### config.mk
export PLATFORM = sky130hd
export DESIGN_NAME = priority_encoder_stream
export DESIGN_NICKNAME = d
export VERILOG_FILES = /design/src/rtl/priority_encoder_pkg.sv /design/src/rtl/pe_bit_isolate.sv /design/src/rtl/priority_encoder_stream.sv
export SDC_FILE = /design/constraint.sdc
export NUM_CORES = 1
export LEC_CHECK = 0
export BUFFER_PORTS_ARGS = -buffer_cell sky130_fd_sc_hd__buf_2
export CORE_MARGIN = 2
export CORE_UTILIZATION = 53
export DETAILED_ROUTE_END_ITERATION = 16
export GPL_TIMING_DRIVEN = 0
export PLACE_DENSITY = 0.77
export SYNTH_ARGS = -nofsm -noshare
export SYNTH_HDL_FRONTEND = slang
export SYNTH_HIERARCHICAL = 1
export SYNTH_SLANG_ARGS = --single-unit
### constraint.sdc
create_clock -name clk_i -period 3.7 [get_ports clk_i]
set_input_delay 0.37 -clock clk_i [delete_from_list [all_inputs] [get_ports clk_i]]
set_output_delay 0.37 -clock clk_i [all_outputs]
set_load 0.005 [all_outputs]
### src/rtl/priority_encoder_pkg.sv
`default_nettype none
// ============================================================================
// Package  : priority_encoder_pkg
// Brief    : Shared state encoding and bit-mask helpers for the streaming
//            priority encoder. Helpers work on a PE_MAX_W-bit container.
//            Callers zero-extend their mask into it and cast the result back
//            down, so WIDTH must not exceed PE_MAX_W.
// Revision : 1.0 - initial release
// ============================================================================
package priority_encoder_pkg;

  localparam int PE_MAX_W = 64;

  typedef enum logic [0:0] {
    IDLE = 1'b0,
    SCAN = 1'b1
  } pe_state_e;

  // Lowest set bit as a one-hot value (two's-complement trick).
  function automatic logic [PE_MAX_W-1:0] isolate_lsb(input logic [PE_MAX_W-1:0] m);
    return m & (~m + PE_MAX_W'(1));
  endfunction

  // Highest set bit as a one-hot value; the last set bit seen wins.
  function automatic logic [PE_MAX_W-1:0] isolate_msb(input logic [PE_MAX_W-1:0] m);
    logic [PE_MAX_W-1:0] r;
    r = '0;
    for (int i = 0; i < PE_MAX_W; i++) begin
      if (m[i]) begin
        r    = '0;
        r[i] = 1'b1;
      end
    end
    return r;
  endfunction

  // Index of a one-hot value; zero input yields index 0.
  function automatic int unsigned onehot_to_idx(input logic [PE_MAX_W-1:0] oh);
    int unsigned r;
    r = 0;
    for (int i = 0; i < PE_MAX_W; i++) begin
      if (oh[i]) r = r | unsigned'(i);
    end
    return r;
  endfunction

  // Number of set bits.
  function automatic int unsigned popcount(input logic [PE_MAX_W-1:0] m);
    int unsigned r;
    r = 0;
    for (int i = 0; i < PE_MAX_W; i++) begin
      r = r + {31'b0, m[i]};
    end
    return r;
  endfunction

endpackage : priority_encoder_pkg
`default_nettype wire

### src/rtl/pe_bit_isolate.sv
`default_nettype none
// ============================================================================
// Module   : pe_bit_isolate
// Brief    : Combinational isolation of the lowest/highest set bit of a mask,
//            the index of the bit selected by MSB_FIRST, and a flag that the
//            mask holds exactly one set bit.
// Revision : 1.0 - initial release
// ============================================================================
module pe_bit_isolate
  import priority_encoder_pkg::*;
#(
  parameter int WIDTH     = 8,
  parameter int MSB_FIRST = 0,
  parameter int IDX_W     = $clog2(WIDTH)
) (
  input  logic [WIDTH-1:0] mask_i,
  output logic [WIDTH-1:0] lsb_oh_o,
  output logic [WIDTH-1:0] msb_oh_o,
  output logic [WIDTH-1:0] sel_oh_o,
  output logic [IDX_W-1:0] sel_idx_o,
  output logic             single_o
);

  assign lsb_oh_o = WIDTH'(isolate_lsb(PE_MAX_W'(mask_i)));
  assign msb_oh_o = WIDTH'(isolate_msb(PE_MAX_W'(mask_i)));

  // Scan order is a build-time choice, so pick the isolated bit statically.
  generate
    if (MSB_FIRST != 0) begin : g_msb_first
      assign sel_oh_o = msb_oh_o;
    end else begin : g_lsb_first
      assign sel_oh_o = lsb_oh_o;
    end
  endgenerate

  assign sel_idx_o = IDX_W'(onehot_to_idx(PE_MAX_W'(sel_oh_o)));

  // Clearing the lowest set bit leaves nothing exactly when one bit was set.
  assign single_o = (mask_i != '0) && ((mask_i & (mask_i - WIDTH'(1))) == '0);

endmodule : pe_bit_isolate
`default_nettype wire

### src/rtl/priority_encoder_stream.sv
`default_nettype none
// ============================================================================
// Module   : priority_encoder_stream
// Brief    : Accepts a WIDTH-bit word over valid/ready, registers its leftmost
//            and rightmost set bits one-hot, then streams every set bit as an
//            index/one-hot beat with a last flag (LSB-first or MSB-first).
//            An all-zero word produces a single beat flagged bit_zero_o.
// Macro    : PRIORITY_ENCODER_STREAM_COUNT_EN adds bit_cnt_o (popcount of the
//            captured word) and bit_num_o (ordinal of the current beat).
// Revision : 1.0 - initial release
// ============================================================================
module priority_encoder_stream
  import priority_encoder_pkg::*;
#(
  parameter int WIDTH     = 8,
  parameter int MSB_FIRST = 0,
  parameter int IDX_W     = $clog2(WIDTH)
) (
  input  logic             clk_i,
  input  logic             srst_i,
  input  logic [WIDTH-1:0] data_i,
  input  logic             data_val_i,
  output logic             data_rdy_o,
  output logic [WIDTH-1:0] data_left_o,
  output logic [WIDTH-1:0] data_right_o,
  output logic [IDX_W-1:0] bit_idx_o,
  output logic [WIDTH-1:0] bit_oh_o,
  output logic             bit_val_o,
  output logic             bit_last_o,
  output logic             bit_zero_o,
  input  logic             bit_rdy_i
`ifdef PRIORITY_ENCODER_STREAM_COUNT_EN
  ,
  output logic [$clog2(WIDTH+1)-1:0] bit_cnt_o,
  output logic [IDX_W-1:0]           bit_num_o
`endif
);

  pe_state_e        state_q, state_d;
  logic [WIDTH-1:0] mask_q, mask_d;
  logic [WIDTH-1:0] left_q, left_d;
  logic [WIDTH-1:0] right_q, right_d;
  logic             zero_q, zero_d;

  logic [WIDTH-1:0] w_cap_lsb, w_cap_msb, w_cap_sel;
  logic [IDX_W-1:0] w_cap_idx;
  logic             w_cap_single;
  logic [WIDTH-1:0] w_scan_lsb, w_scan_msb, w_scan_oh;
  logic [IDX_W-1:0] w_scan_idx;
  logic             w_scan_single;
  logic             w_beat_done;
  logic             w_accept;

  // Left/right one-hots of the incoming word, registered on accept.
  pe_bit_isolate #(.WIDTH(WIDTH), .MSB_FIRST(MSB_FIRST), .IDX_W(IDX_W)) u_cap_iso (
    .mask_i   (data_i),
    .lsb_oh_o (w_cap_lsb),
    .msb_oh_o (w_cap_msb),
    .sel_oh_o (w_cap_sel),
    .sel_idx_o(w_cap_idx),
    .single_o (w_cap_single)
  );

  // Current beat, taken from what is left of the captured word.
  pe_bit_isolate #(.WIDTH(WIDTH), .MSB_FIRST(MSB_FIRST), .IDX_W(IDX_W)) u_scan_iso (
    .mask_i   (mask_q),
    .lsb_oh_o (w_scan_lsb),
    .msb_oh_o (w_scan_msb),
    .sel_oh_o (w_scan_oh),
    .sel_idx_o(w_scan_idx),
    .single_o (w_scan_single)
  );

  logic unused_iso;
  assign unused_iso = ^{w_cap_sel, w_cap_idx, w_cap_single, w_scan_lsb, w_scan_msb};

  // Beat outputs derive from registered state; the mask is empty outside
  // SCAN, so one-hot and index read as zero when no beat is offered.
  assign bit_val_o    = (state_q == SCAN);
  assign bit_oh_o     = w_scan_oh;
  assign bit_idx_o    = w_scan_idx;
  assign bit_last_o   = bit_val_o && (w_scan_single || zero_q);
  assign bit_zero_o   = bit_val_o && zero_q;
  assign data_left_o  = left_q;
  assign data_right_o = right_q;

  // Ready also on the last-beat handshake so consecutive words need no gap.
  assign w_beat_done = bit_val_o && bit_rdy_i;
  assign data_rdy_o  = (state_q == IDLE) || (w_beat_done && bit_last_o);
  assign w_accept    = data_val_i && data_rdy_o;

  // Next-state: retire the current beat, then let a new word override.
  always_comb begin
    state_d = state_q;
    mask_d  = mask_q;
    left_d  = left_q;
    right_d = right_q;
    zero_d  = zero_q;
    if (w_beat_done) begin
      mask_d = mask_q & ~w_scan_oh;
      if (bit_last_o) begin
        state_d = IDLE;
        zero_d  = 1'b0;
      end
    end
    if (w_accept) begin
      mask_d  = data_i;
      left_d  = w_cap_msb;
      right_d = w_cap_lsb;
      zero_d  = (data_i == '0);
      state_d = SCAN;
    end
  end

  // State and datapath registers.
  always_ff @(posedge clk_i or posedge srst_i) begin
    if (srst_i) begin
      state_q <= IDLE;
      mask_q  <= '0;
      left_q  <= '0;
      right_q <= '0;
      zero_q  <= 1'b0;
    end else begin
      state_q <= state_d;
      mask_q  <= mask_d;
      left_q  <= left_d;
      right_q <= right_d;
      zero_q  <= zero_d;
    end
  end

`ifdef PRIORITY_ENCODER_STREAM_COUNT_EN
  localparam int CNT_W = $clog2(WIDTH+1);

  logic [CNT_W-1:0] bit_cnt_q, bit_cnt_d;
  logic [IDX_W-1:0] bit_num_q, bit_num_d;

  // Popcount latched per word; ordinal advances on every non-final beat.
  always_comb begin
    bit_cnt_d = bit_cnt_q;
    bit_num_d = bit_num_q;
    if (w_beat_done && !bit_last_o) begin
      bit_num_d = bit_num_q + IDX_W'(1);
    end
    if (w_accept) begin
      bit_cnt_d = CNT_W'(popcount(PE_MAX_W'(data_i)));
      bit_num_d = '0;
    end
  end

  // Count registers.
  always_ff @(posedge clk_i or posedge srst_i) begin
    if (srst_i) begin
      bit_cnt_q <= '0;
      bit_num_q <= '0;
    end else begin
      bit_cnt_q <= bit_cnt_d;
      bit_num_q <= bit_num_d;
    end
  end

  assign bit_cnt_o = bit_cnt_q;
  assign bit_num_o = bit_num_q;
`endif

endmodule : priority_encoder_stream
`default_nettype wire

==> out/metrics.yaml <==
wl_um: 3050
antenna_left: 0
cts_resized: 0
outcome: "finished clean"
multi_input_comb_area_um2: 713
critPathMaxStageDelay_ns: 0.54
critPathRequiredTime_ns: 3.90
syn_inst: 151
crit_path_start: "mask_q[3]"
hold_ws_ns: 0.258
setup_viol: 0
powerDensity_mw_per_mm2: 684
htree_levels: 1
dp_hpwl_um: 2380
clk_latency_ns: 0.30
grt_overflow: 0
syn_area_mm2: 0.00154
slew_headroom: 0.370
nets: 210
antenna_found_initial: 0
die-area_mm2: 0.00335
row_count: 19
clock_skew_ns: 0.00208
fp.dieH_um: 57.8
grt_max_degree: 27
min_period_ns: 2.79
drt-vias-per-instance: 5.43
reg2reg_from: "mask_q[3]"
highest_layer: "met4"
io_pins: 43
cts_max_path_buffers: 2
cts.sinks: 26
syn_to_final_growth_pct: 17.7
drt_pass1_iterations: 4
rsz0062_at_grt: "no"
numCtsBuffers: 3
final_common_cell: "buf_2"
fillers: 244
drive_gt1_frac: 0.444
gp_congestion: 0.820
via_count: 1233
hold_path_class: "in -> async"
grt_pass1_wl_um: 5100
critPathKind: "reg -> reg"
p_leak_uw: 0.000962
reg2reg_depth: 9
layout_common_cells: "buf_2, dfrtp_1, mux2_2, nor2_1"
wl_met2_um: 1540
initial_core_util: 0.557
core-area_mm2: 0.00276
ctsHoldBuffers: 0
drt_iter0_drc: 32
cp_max_fo: 10
final_core_util: 0.656
r2r_end: "mask_q[0]"
cp_cell_sequence: "or4_1 > buf_2 > xnor2_1 > o41ai_1 > o21a_1 > o21ai_2 > a21boi_4 > buf_6 > mux2_2"
clk_pin_slew_worst_paths_ns: 0.13
dr_wl_met3_um: 126
cts_tree: "done"
setup_tns_ns: 0
yosysWarnings: 6
crit_path_end: "mask_q[0]"
cap_violations: 0
reg2reg_slack_ns: 0.91
cts_root_buf: "clkbuf_4"
slew_viol_final: 0
avgSynthCellArea_um2: 10.2
wl_met1_um: 1350
post_cts_buffers: 0
first_global_vias: 1187
fmax_mhz: 358
synth_nets: 163
portBuffers: 42
worst_ep_arrival_time_ns: 2.99
ff_latch_area_um2: 651
grt.total_usage: 0.194
n_antenna_cell: 0
worstSetupStartpointType: "flip-flop"
slowest_stage: "or4_1"
max-vdd-ir-drop_mv: 0.390
endpoint_kind: "flip-flop"
fp.dieW_um: 57.8
worst-slew-pin-transition_ns: 0.944
routedWlPerCell_um: 13.4
remaining_drc_errors: 0
hold_viol: 0
fin_crit_sh: 0.755
[per-layer routing]
layer | global-route usage | vias up
met2 | 0.334 | 35
met1 | 0.251 | 583
li1 | - | 609
met3 | 0.0223 | 6
met4 | 0.0698 | 0
met5 | 0 | -
[report_power, final]
| group | total, µW | internal, µW | switching, µW |
|---|---|---|---|
| registers | 455 | 380 | 75.2 |
| clock network | 112 | 37.9 | 73.7 |
| logic | 669 | 363 | 306 |
[worst max-delay path, delay by kind of cell (launching register included)]
kind / cells / cell delay (ns)
AO/OA/AOI/OAI: 4 / 0.83
AND/OR/NAND/NOR: 1 / 0.54
flip-flops: 1 / 0.45
buffers and inverters: 2 / 0.38
multiplexers: 1 / 0.35
XOR/XNOR: 1 / 0.14
[worst min-delay path by stage]
stage | depth (start not counted) | start | to | slack [ns]
after floorplan | 1 | srst_i | bit_val_o | 0.41
after global placement | 1 | data_right_o[0] | data_right_o[0] | 0.49
after detailed placement | 1 | data_right_o[3] | data_right_o[3] | 0.49
after CTS | 2 | data_val_i | bit_val_o | 0.27
after global routing | 2 | data_val_i | bit_val_o | 0.29
final | 2 | srst_i | data_left_o[6] | 0.26
[flip-flops by register name, summed over array words and instances (netlist names)]
signal / cells
data_right_o: 8
zero_q: 1
bit_val_o: 1
data_left_o: 8
mask_q: 8
[stage by stage]
stage	power [µW]	cell area, µm²	setup WS (ns)	std cells
after floorplan	917	1540	1.17	151
after global placement	1100	1790	1.02	224
after detailed placement	1130	1790	0.925	224
after CTS	1250	1810	0.899	227
after global routing	1340	1810	0.744	227
final	1240	1810	0.908	227
[layout make-up]
class / count / share of cell area
multi-input cells: 94 / 0.394
flip-flops and latches: 26 / 0.360
repair buffers: 42 / 0.116
plain buffers: 21 / 0.0747
well taps: 31 / 0.0215
inverters: 10 / 0.0208
clock buffers: 3 / 0.0125
Power figures use the tool's default switching activity.
